[config.mk]
export PLATFORM = sky130hd
export DESIGN_NAME = mem_req_arbiter
export DESIGN_NICKNAME = d
export VERILOG_FILES = /design/src/rtl/mem_req_arbiter_pkg.sv /design/src/rtl/mem_req_arbiter_starve_cnt.sv /design/src/rtl/mem_req_arbiter.sv
export SDC_FILE = /design/constraint.sdc
export NUM_CORES = 1
export LEC_CHECK = 0
export CAP_MARGIN = 10
export CORE_ASPECT_RATIO = 1.4
export CORE_MARGIN = 4
export CORE_UTILIZATION = 37
export CTS_CLUSTER_DIAMETER = 120
export DETAILED_ROUTE_END_ITERATION = 10
export GPL_TIMING_DRIVEN = 0
export HOLD_SLACK_MARGIN = 0.03
export PLACE_DENSITY = 0.86
export SYNTH_ARGS = -nofsm -noshare
export SYNTH_HDL_FRONTEND = slang
export SYNTH_SLANG_ARGS = --single-unit
[constraint.sdc]
create_clock -name aclk -period 2.08 [get_ports aclk]
set_clock_uncertainty 0.2 [all_clocks]
set_input_delay 0.624 -clock aclk [delete_from_list [all_inputs] [get_ports aclk]]
set_output_delay 0.624 -clock aclk [all_outputs]
set_load 0.1 [all_outputs]
[src/rtl/mem_req_arbiter_pkg.sv]
`default_nettype none
// ============================================================================
// Module      : mem_req_arbiter_pkg
// Description : Shared types and size encodings for the memory request arbiter
// Revision    : 1.0 - initial release
// ============================================================================
package mem_req_arbiter_pkg;

    typedef enum logic [1:0] {
        ARB_IDLE = 2'd0,
        ARB_REQ  = 2'd1,
        ARB_WAIT = 2'd2
    } arb_state_t;

    typedef enum logic {
        OWN_DATA = 1'b0,
        OWN_INST = 1'b1
    } owner_t;

    // Same encoding as the decoder's size_mem field
    localparam logic [1:0] MEM_SIZE_B = 2'd0;
    localparam logic [1:0] MEM_SIZE_H = 2'd1;
    localparam logic [1:0] MEM_SIZE_W = 2'd2;

endpackage
`default_nettype wire

[src/rtl/mem_req_arbiter_starve_cnt.sv]
`default_nettype none
// ============================================================================
// Module      : mem_req_arbiter_starve_cnt
// Description : Saturating count of data grants made while fetch was waiting
// Revision    : 1.0 - initial release
// ============================================================================
module mem_req_arbiter_starve_cnt #(
    parameter int STARVE_LIMIT = 4
) (
    input  logic i_aclk,
    input  logic i_aresetn,
    input  logic i_grant_data,
    input  logic i_grant_inst,
    input  logic i_inst_pending,
    output logic o_override
);

    localparam int CNT_W = (STARVE_LIMIT > 0) ? $clog2(STARVE_LIMIT + 1) : 1;
    localparam logic [CNT_W-1:0] c_limit = CNT_W'(STARVE_LIMIT);

    logic [CNT_W-1:0] r_cnt;

    always_ff @(posedge i_aclk or negedge i_aresetn) begin
        if (!i_aresetn) begin
            r_cnt <= '0;
        end else if (i_grant_inst) begin
            r_cnt <= '0;
        end else if (i_grant_data) begin
            if (!i_inst_pending)
                r_cnt <= '0;
            else if (r_cnt != c_limit)
                r_cnt <= r_cnt + CNT_W'(1);
        end
    end

    // A zero limit disables the override entirely
    assign o_override = (STARVE_LIMIT != 0) && (r_cnt == c_limit);

endmodule
`default_nettype wire

[src/rtl/mem_req_arbiter.sv]
`default_nettype none
// ============================================================================
// Module      : mem_req_arbiter
// Description : Two-requester (fetch / load-store) arbiter onto one memory port
// Revision    : 1.0 - initial release
// ============================================================================
module mem_req_arbiter
    import mem_req_arbiter_pkg::*;
#(
    parameter int ADDR_W       = 32,
    parameter int DATA_W       = 32,
    parameter int STARVE_LIMIT = 4
) (
    input  logic                aclk,
    input  logic                aresetn,
    input  logic                inst_req,
    input  logic [ADDR_W-1:0]   inst_addr,
    output logic                inst_addr_ok,
    output logic                inst_data_ok,
    output logic [DATA_W-1:0]   inst_rdata,
    input  logic                data_req,
    input  logic                data_wr,
    input  logic [1:0]          data_size,
    input  logic [DATA_W/8-1:0] data_wstrb,
    input  logic [ADDR_W-1:0]   data_addr,
    input  logic [DATA_W-1:0]   data_wdata,
    output logic                data_addr_ok,
    output logic                data_data_ok,
    output logic [DATA_W-1:0]   data_rdata,
    output logic                bus_req,
    output logic                bus_wr,
    output logic [1:0]          bus_size,
    output logic [DATA_W/8-1:0] bus_wstrb,
    output logic [ADDR_W-1:0]   bus_addr,
    output logic [DATA_W-1:0]   bus_wdata,
    input  logic                bus_addr_ok,
    input  logic                bus_data_ok,
    input  logic [DATA_W-1:0]   bus_rdata,
    output logic                busy
);

    arb_state_t          r_state;
    arb_state_t          w_state_nxt;
    owner_t              r_owner;
    logic                r_bus_wr;
    logic [1:0]          r_bus_size;
    logic [DATA_W/8-1:0] r_bus_wstrb;
    logic [ADDR_W-1:0]   r_bus_addr;
    logic [DATA_W-1:0]   r_bus_wdata;
    logic [DATA_W-1:0]   r_inst_rdata;
    logic [DATA_W-1:0]   r_data_rdata;
    logic                w_idle;
    logic                w_override;
    logic                w_grant_data;
    logic                w_grant_inst;

    assign w_idle       = (r_state == ARB_IDLE);
    assign w_grant_data = w_idle && data_req && !(inst_req && w_override);
    assign w_grant_inst = w_idle && inst_req && !w_grant_data;

    mem_req_arbiter_starve_cnt #(
        .STARVE_LIMIT (STARVE_LIMIT)
    ) u_starve_cnt (
        .i_aclk         (aclk),
        .i_aresetn      (aresetn),
        .i_grant_data   (w_grant_data),
        .i_grant_inst   (w_grant_inst),
        .i_inst_pending (inst_req),
        .o_override     (w_override)
    );

    always_ff @(posedge aclk or negedge aresetn) begin
        if (!aresetn)
            r_state <= ARB_IDLE;
        else
            r_state <= w_state_nxt;
    end

    always_comb begin
        w_state_nxt  = r_state;
        inst_addr_ok = 1'b0;
        data_addr_ok = 1'b0;
        inst_data_ok = 1'b0;
        data_data_ok = 1'b0;
        case (r_state)
            ARB_IDLE: begin
                inst_addr_ok = w_grant_inst;
                data_addr_ok = w_grant_data;
                if (w_grant_inst || w_grant_data)
                    w_state_nxt = ARB_REQ;
            end
            // A data response seen here is bus noise and is dropped
            ARB_REQ: begin
                if (bus_addr_ok)
                    w_state_nxt = ARB_WAIT;
            end
            ARB_WAIT: begin
                if (bus_data_ok) begin
                    inst_data_ok = (r_owner == OWN_INST);
                    data_data_ok = (r_owner == OWN_DATA);
                    w_state_nxt  = ARB_IDLE;
                end
            end
            default: w_state_nxt = ARB_IDLE;
        endcase
    end

    always_ff @(posedge aclk or negedge aresetn) begin
        if (!aresetn) begin
            r_owner     <= OWN_DATA;
            r_bus_wr    <= 1'b0;
            r_bus_size  <= 2'd0;
            r_bus_wstrb <= '0;
            r_bus_addr  <= '0;
            r_bus_wdata <= '0;
        end else if (w_grant_data) begin
            r_owner     <= OWN_DATA;
            r_bus_wr    <= data_wr;
            r_bus_size  <= data_size;
            r_bus_wstrb <= data_wstrb;
            r_bus_addr  <= data_addr;
            r_bus_wdata <= data_wdata;
        end else if (w_grant_inst) begin
            r_owner     <= OWN_INST;
            r_bus_wr    <= 1'b0;
            r_bus_size  <= MEM_SIZE_W;
            r_bus_wstrb <= '0;
            r_bus_addr  <= inst_addr;
            r_bus_wdata <= '0;
        end
    end

    always_ff @(posedge aclk or negedge aresetn) begin
        if (!aresetn) begin
            r_inst_rdata <= '0;
            r_data_rdata <= '0;
        end else begin
            if (inst_data_ok)
                r_inst_rdata <= bus_rdata;
            if (data_data_ok)
                r_data_rdata <= bus_rdata;
        end
    end

    // Read data is forwarded in the response cycle and held afterwards
    assign inst_rdata = inst_data_ok ? bus_rdata : r_inst_rdata;
    assign data_rdata = data_data_ok ? bus_rdata : r_data_rdata;

    assign bus_req   = (r_state == ARB_REQ);
    assign bus_wr    = r_bus_wr;
    assign bus_size  = r_bus_size;
    assign bus_wstrb = r_bus_wstrb;
    assign bus_addr  = r_bus_addr;
    assign bus_wdata = r_bus_wdata;
    assign busy      = !w_idle;

endmodule
`default_nettype wire

==> reports/results.ini, run 1 <==
[status]
outcome=complete, but fails checks
violations=negative setup slack

[cells_and_area]
final_layout_size_suffix_gt1_share_pct=43.6
area_delta_synth_final_pct=89.7
fin_nets=952

[logic_synthesis]
yosysWarnings=0
yosysSeqAreaShare_pct=61.2
synth.cell_area_sq_mm=0.00577
synth-seq-cells=141
syn_nets=580
synth_cells=437
synthDistinctLibCells=30
avgSynthCellArea_sq_um=13.2

[floorplan]
row_count=53
die_w_microns=114
start_util_pct=38.0
io_pins=282
die-area_sq_mm=0.0177
core_sq_mm=0.0152
dieHeight_microns=156

[route]
dr_total_vias=5269
wl_per_cell_microns=22.4
drtAntennaViolNets=0
wirelength_microns=22700
drt-pass1-iter-count=4
avgViaCountPerCell=5.19
first_iter_violations=252
drc_errors=0

[sta]
maxSlewViolCount=0
tightest_slew_ps=525
max_slew_margin_pct=65.0
worst_slack_ps=-816
rsz0062_at_grt=yes
fin_crit_ps=2900
setup_viol=70
period_share_pct=139
fmax_ghz=0.345
hold_viol=0

[global_routing]
grt_max_degree=88
grt_pass1_vias=5767
antenna_found_initial=1
grt_pass1_wl_microns=33400
grt.total_usage_pct=24.7
grt-ovfl-total=0

[cts]
clock_latency_ps=420
cts_tree=built
cts_buffers=17
path_clk_slew_ps=60
cts_root_buffer=clkbuf_16
clock_path_buffers=2
cts.sinks=141
htreeDepth=4

[setup_path]
required_ps=1260
cp-start-kind=flop
rr_startpoint=r_state[0]$_DFFE_PN0P_
crit_type=flop to primary output
arrival_ps=2070
cp-end-kind=primary output
setup.worst_path.start=r_state[0]$_DFFE_PN0P_
cp_max_fo=10

[placement]
preCtsSetupSlack_ps=-2220
io_buffers=280
place_congestion=0.835
dp_hpwl_microns=14100

[run]
max_cap_violations=0

[min_path]
min_from=bus_wdata[3]$_DFFE_PN0P_
hold_path_class=flop to flop

## final cells by class
cell class / instances / area [sq um]
clock buffers: 20 / 437
diodes: 1 / 2.50
clock inverters: 12 / 91.3
plain buffers: 33 / 284
multi-input cells: 253 / 2350
inverters: 7 / 58.8
repair buffers: 356 / 3950
well taps: 192 / 240
fillers: 978 / 4250
flip-flops and latches: 141 / 3530
## timing repair
item                                   in CTS  in global routing
cloned                                      5                  0
pin swaps                                   4                  2
resized for setup                        1068                 66
endpoints found under the hold margin      54                  0
buffers inserted                           45                 30
hold buffers                                1                  0
setup endpoints to repair                 235                113
## critical path, cell delays in order, from the launching register on
cell	delay [ps]
dfrtp_2	420
nand2b_4	160
nor3b_4	220
buf_6	180
buf_12	160
mux2_4	340
buf_12	170
## metrics by stage
stage / std cells / hold slack, ps / cell area (sq um) / util [%] / TNS [ps]
2_1_floorplan: 437 / 128 / 5950 / - / -23530
3_3_place_gp: 909 / 274 / 8990 / 59.2 / -970440
3_5_place_dp: 910 / 279 / 9020 / 59.4 / -217370
4_1_cts: 991 / 300 / 10700 / 70.3 / -49110
5_1_grt: 1015 / 316 / 10900 / 72.0 / -52050
6_report: 1015 / 295 / 10900 / 72.0 / -47660
## cells in the mapped netlist, drive strengths merged
library cell | instances | share of area [%]
clkbuf | 18 | 1.2
dfrtp | 141 | 61
ha | 2 | 0.43
inv | 6 | 0.39
a21oi | 1 | 0.087
nand3 | 2 | 0.26
and3 | 31 | 3.4
nor3b | 2 | 0.46
a2bb2oi | 1 | 0.15
a221o | 30 | 5.2
nand2 | 32 | 2.1
and2 | 1 | 0.11
a31o | 1 | 0.15
buf | 18 | 1.7
a22o | 39 | 5.9
nand4b | 1 | 0.15
nor3 | 30 | 2.6
mux2 | 68 | 13
or2 | 1 | 0.11
nand2b | 2 | 0.22
clkinv | 1 | 0.065
o21ai | 2 | 0.17
nor2 | 4 | 0.30
nor2b | 1 | 0.11
a32o | 2 | 0.35
## cells by family after synthesis
kind of cell	Yosys count	share of synthesized area, %
flip-flops	141	61.2
AND/OR/NAND/NOR	107	9.76
AO/OA/AOI/OAI	76	12.0
multiplexers	68	13.3
buffers and inverters	43	3.32
adder cells (fa/ha/maj)	2	0.434
## sequential cells by signal, summed over array words and instances (netlist names)
name / flops
r_owner: 1
r_data_rdata: 32
bus_wdata: 32
bus_addr: 32
u_starve_cnt.r_cnt: 3
r_inst_rdata: 32
r_state: 2
bus_wr: 1
bus_wstrb: 4
bus_size: 2
## cell usage in the layout, fill, tap and decap left out, drive strengths merged
| cell type | synthesis | final |
|---|---|---|
| nand2 | 32 | 32 |
| dfrtp | 141 | 141 |
| mux2 | 68 | 68 |
| nor3 | 30 | 30 |
| buf | 18 | 225 |
| dlygate4sd2 | 0 | 2 |
| and3 | 31 | 31 |
| o21ai | 2 | 2 |
| a221o | 30 | 30 |
| nor2 | 4 | 4 |
| diode | 0 | 1 |
| dlygate4sd3 | 0 | 1 |
| clkdlybuf4s50 | 0 | 136 |
| a32o | 2 | 2 |
| nor2b | 1 | 1 |
| inv | 6 | 8 |
| and2 | 1 | 1 |
| a22o | 39 | 39 |
| a21oi | 1 | 1 |
| nand4b | 1 | 1 |
| clkbuf | 18 | 45 |
| nand3 | 2 | 2 |
| nand2b | 2 | 2 |
| clkinvlp | 0 | 5 |
| clkinv | 1 | 6 |
| a2bb2oi | 1 | 1 |
| or2 | 1 | 1 |
| a31o | 1 | 1 |
| ha | 2 | 2 |
| nor3b | 2 | 2 |
## routing by layer
layer / track usage, % / routed length [microns] / vias to the layer above
li1: - / - / 2360
met5: 0 / 0 / -
met4: 9.34 / 655 / 0
met1: 27.0 / 8140 / 2629
met3: 6.79 / 1460 / 46
met2: 45.1 / 12500 / 234
## worst paths after layout
path / endpoint / slack, ps / depth (start not counted)
worst max-delay path: data_rdata[2] / -820 / 6
worst min-delay path: bus_wdata[3]$_DFFE_PN0P_ / 290 / 1
worst max register to register: r_data_rdata[19]$_DFF_PN0_ / 50 / 7
worst min register to register: bus_wdata[3]$_DFFE_PN0P_ / 290 / 1
max in group asynchronous: bus_wdata[20]$_DFFE_PN0P_ / 310 / 3
min in group asynchronous: r_inst_rdata[25]$_DFF_PN0_ / 550 / 2
Power of run 1 is not shown: default switching activity piles up to over one toggle a cycle in this logic, so the estimate is an artifact.
==> inputs of run 2 (changes only) <==
--- a/config.mk
+++ b/config.mk
@@ -14,6 +14,7 @@
 export GPL_TIMING_DRIVEN = 0
 export HOLD_SLACK_MARGIN = 0.03
 export PLACE_DENSITY = 0.86
+export REMOVE_ABC_BUFFERS = 1
 export SYNTH_ARGS = -nofsm -noshare
 export SYNTH_HDL_FRONTEND = slang
 export SYNTH_SLANG_ARGS = --single-unit
==> constraint.sdc (replaced) <==
create_clock -name aclk -period 2.6 [get_ports aclk]
set_clock_uncertainty 0.2 [all_clocks]
set_input_delay 0.78 -clock aclk [delete_from_list [all_inputs] [get_ports aclk]]
set_output_delay 0.78 -clock aclk [all_outputs]
set_load 0.1 [all_outputs]
==> run 2 against run 1 <==
Compared with the run above:
- the run still ends with negative setup slack left
- design area increased by 0.66%
- global-route usage increased by 1.9 points
- sequential share of layout area shrank 0.21 points
- worst hold slack lost 120 ps
- worst setup slack better by 270 ps
- critical path depth grew 1
- wire length rose by 10%
- clock-buffer cell count did not move
- via count grew 2.9%
- critical endpoint is now data_rdata[19]
- largest cell class unchanged
==> reports/results.ini, run 2 (synthesis gave the netlist of run 1 again) <==
[status]
outcome=complete, but fails checks
violations=negative setup slack

[sta]
period_share_pct=121
maxSlewViolCount=0
max_slew_margin_pct=19.9
worst_slack_ps=-546
fmax_ghz=0.318
setup_viol=69
hold_viol=0
fin_crit_ps=3150
tightest_slew_ps=1200
rsz0062_at_grt=yes

[setup_path]
cp_common_cell=buf_12
required_ps=1620
critPathSlowestCell=dfrtp_2
path_cells=nand2b_4 -> nor3b_4 -> buf_12 -> buf_12 -> buf_16 -> mux2_4 -> buf_12
arrival_ps=2170
rr_startpoint=r_state[0]$_DFFE_PN0P_
crit_type=flop to primary output
reg2reg_slack_ps=170
path_delay_family=buffers and inverters
cp-start-kind=flop
setup.worst_path.start=r_state[0]$_DFFE_PN0P_
r2r_cells=7
rr_endpoint=bus_addr[21]$_DFFE_PN0P_
cpPeakStageDelay_ps=430
cp_num_buf_inv=4
cp-end-kind=primary output
cp_max_fo=5

[cts]
path_clk_slew_ps=60
cts_tree=built
cts_buffers=17
clock_latency_ps=400
htreeDepth=4
cts_root_buffer=clkbuf_16
clock_path_buffers=2
cts_hold_buf=0
cts.sinks=141

[route]
wirelength_microns=25000
wl_per_cell_microns=25.5
dr_total_vias=5421
first_iter_violations=370
drtAntennaViolNets=0
drt-pass1-iter-count=5
drc_errors=0
avgViaCountPerCell=5.52

[floorplan]
start_util_pct=38.0
die_w_microns=114
io_pins=282
core_sq_mm=0.0152
dieHeight_microns=156
die-area_sq_mm=0.0177
row_count=53

[cells_and_area]
layout_common_cells=dfrtp_1 (139), clkdlybuf4s50_1 (136), buf_12 (79)
final_layout_size_suffix_gt1_share_pct=42.2
fin_nets=922
diodes=0
utilization_pct=72.5
layout_commonest_cell=dfrtp_1
area_delta_synth_final_pct=90.9

[global_routing]
use_met3_pct=5.98
grt-ovfl-total=0
use_met2_pct=48.3
grt_pass1_vias=6035
grt.total_usage_pct=26.6
antenna_found_initial=0
grt_max_degree=75
grtUsageMet1_pct=29.3
grt_pass1_wl_microns=35900
grt.busiest_layer=met2

[min_path]
hold_path_class=primary input to async pin

[run]
max_cap_violations=0

[placement]
place_congestion=0.831
io_buffers=281
dp_hpwl_microns=13400

run 2: cell count changes in the layout (fill, tap and decap cells not counted), sizes merged, moves of 2 or more:
cell and delta:
clkdlybuf4s15 +41, dlygate4sd2 -2, nor2 +2, bufinv +3, buf -80, clkinvlp -2
clkbuf +6
run 2: how the worst max path moves through the flow:
stage	to	slack (ps)	cells after the start
floorplan	data_rdata[10]	-1680	2
global placement	bus_addr[12]$_DFFE_PN0P_	-4670	1
detailed placement	data_addr_ok	-3760	4
CTS	data_rdata[19]	-480	7
global route	data_rdata[19]	-600	7
finish	data_rdata[19]	-550	7
run 2: layout make-up:
class	instances	area [sq um]
multi-input combinational	256	2370
timing repair buffer	353	4210
inverter	7	45.0
sequential	141	3530
clock buffer	20	447
timing repair inverter	3	25.0
fill	947	4170
clock inverter	10	139
tap	192	240
run 2: layer usage:
metal  routed length, microns  up-vias  part of all wire [%]
met5                        0        -                     0
li1                         -     2311                     -
met3                     1450       80                   5.8
met4                     1140        0                   4.6
met2                    13500      292                    54
met1                     8890     2738                    36
run 2: through the flow:
stage,hold slack [ps],area (sq um),setup TNS (ps),setup WS [ps],instances
after floorplan,284,5600,-178240,-1680,401
after global placement,267,8660,-1130940,-4670,874
after detailed placement,276,8760,-335370,-3760,879
after CTS,194,10900,-26380,-476,962
after global routing,222,11000,-36470,-595,982
final,178,11000,-33190,-546,982
run 2: timing repair:
action / in CTS / in global routing
pin swaps: 5 / 2
buffers inserted: 46 / 20
setup endpoints to repair: 234 / 101
gates cloned: 9 / 2
gates resized for setup: 915 / 43
Power of run 2 is left out for the same reason.
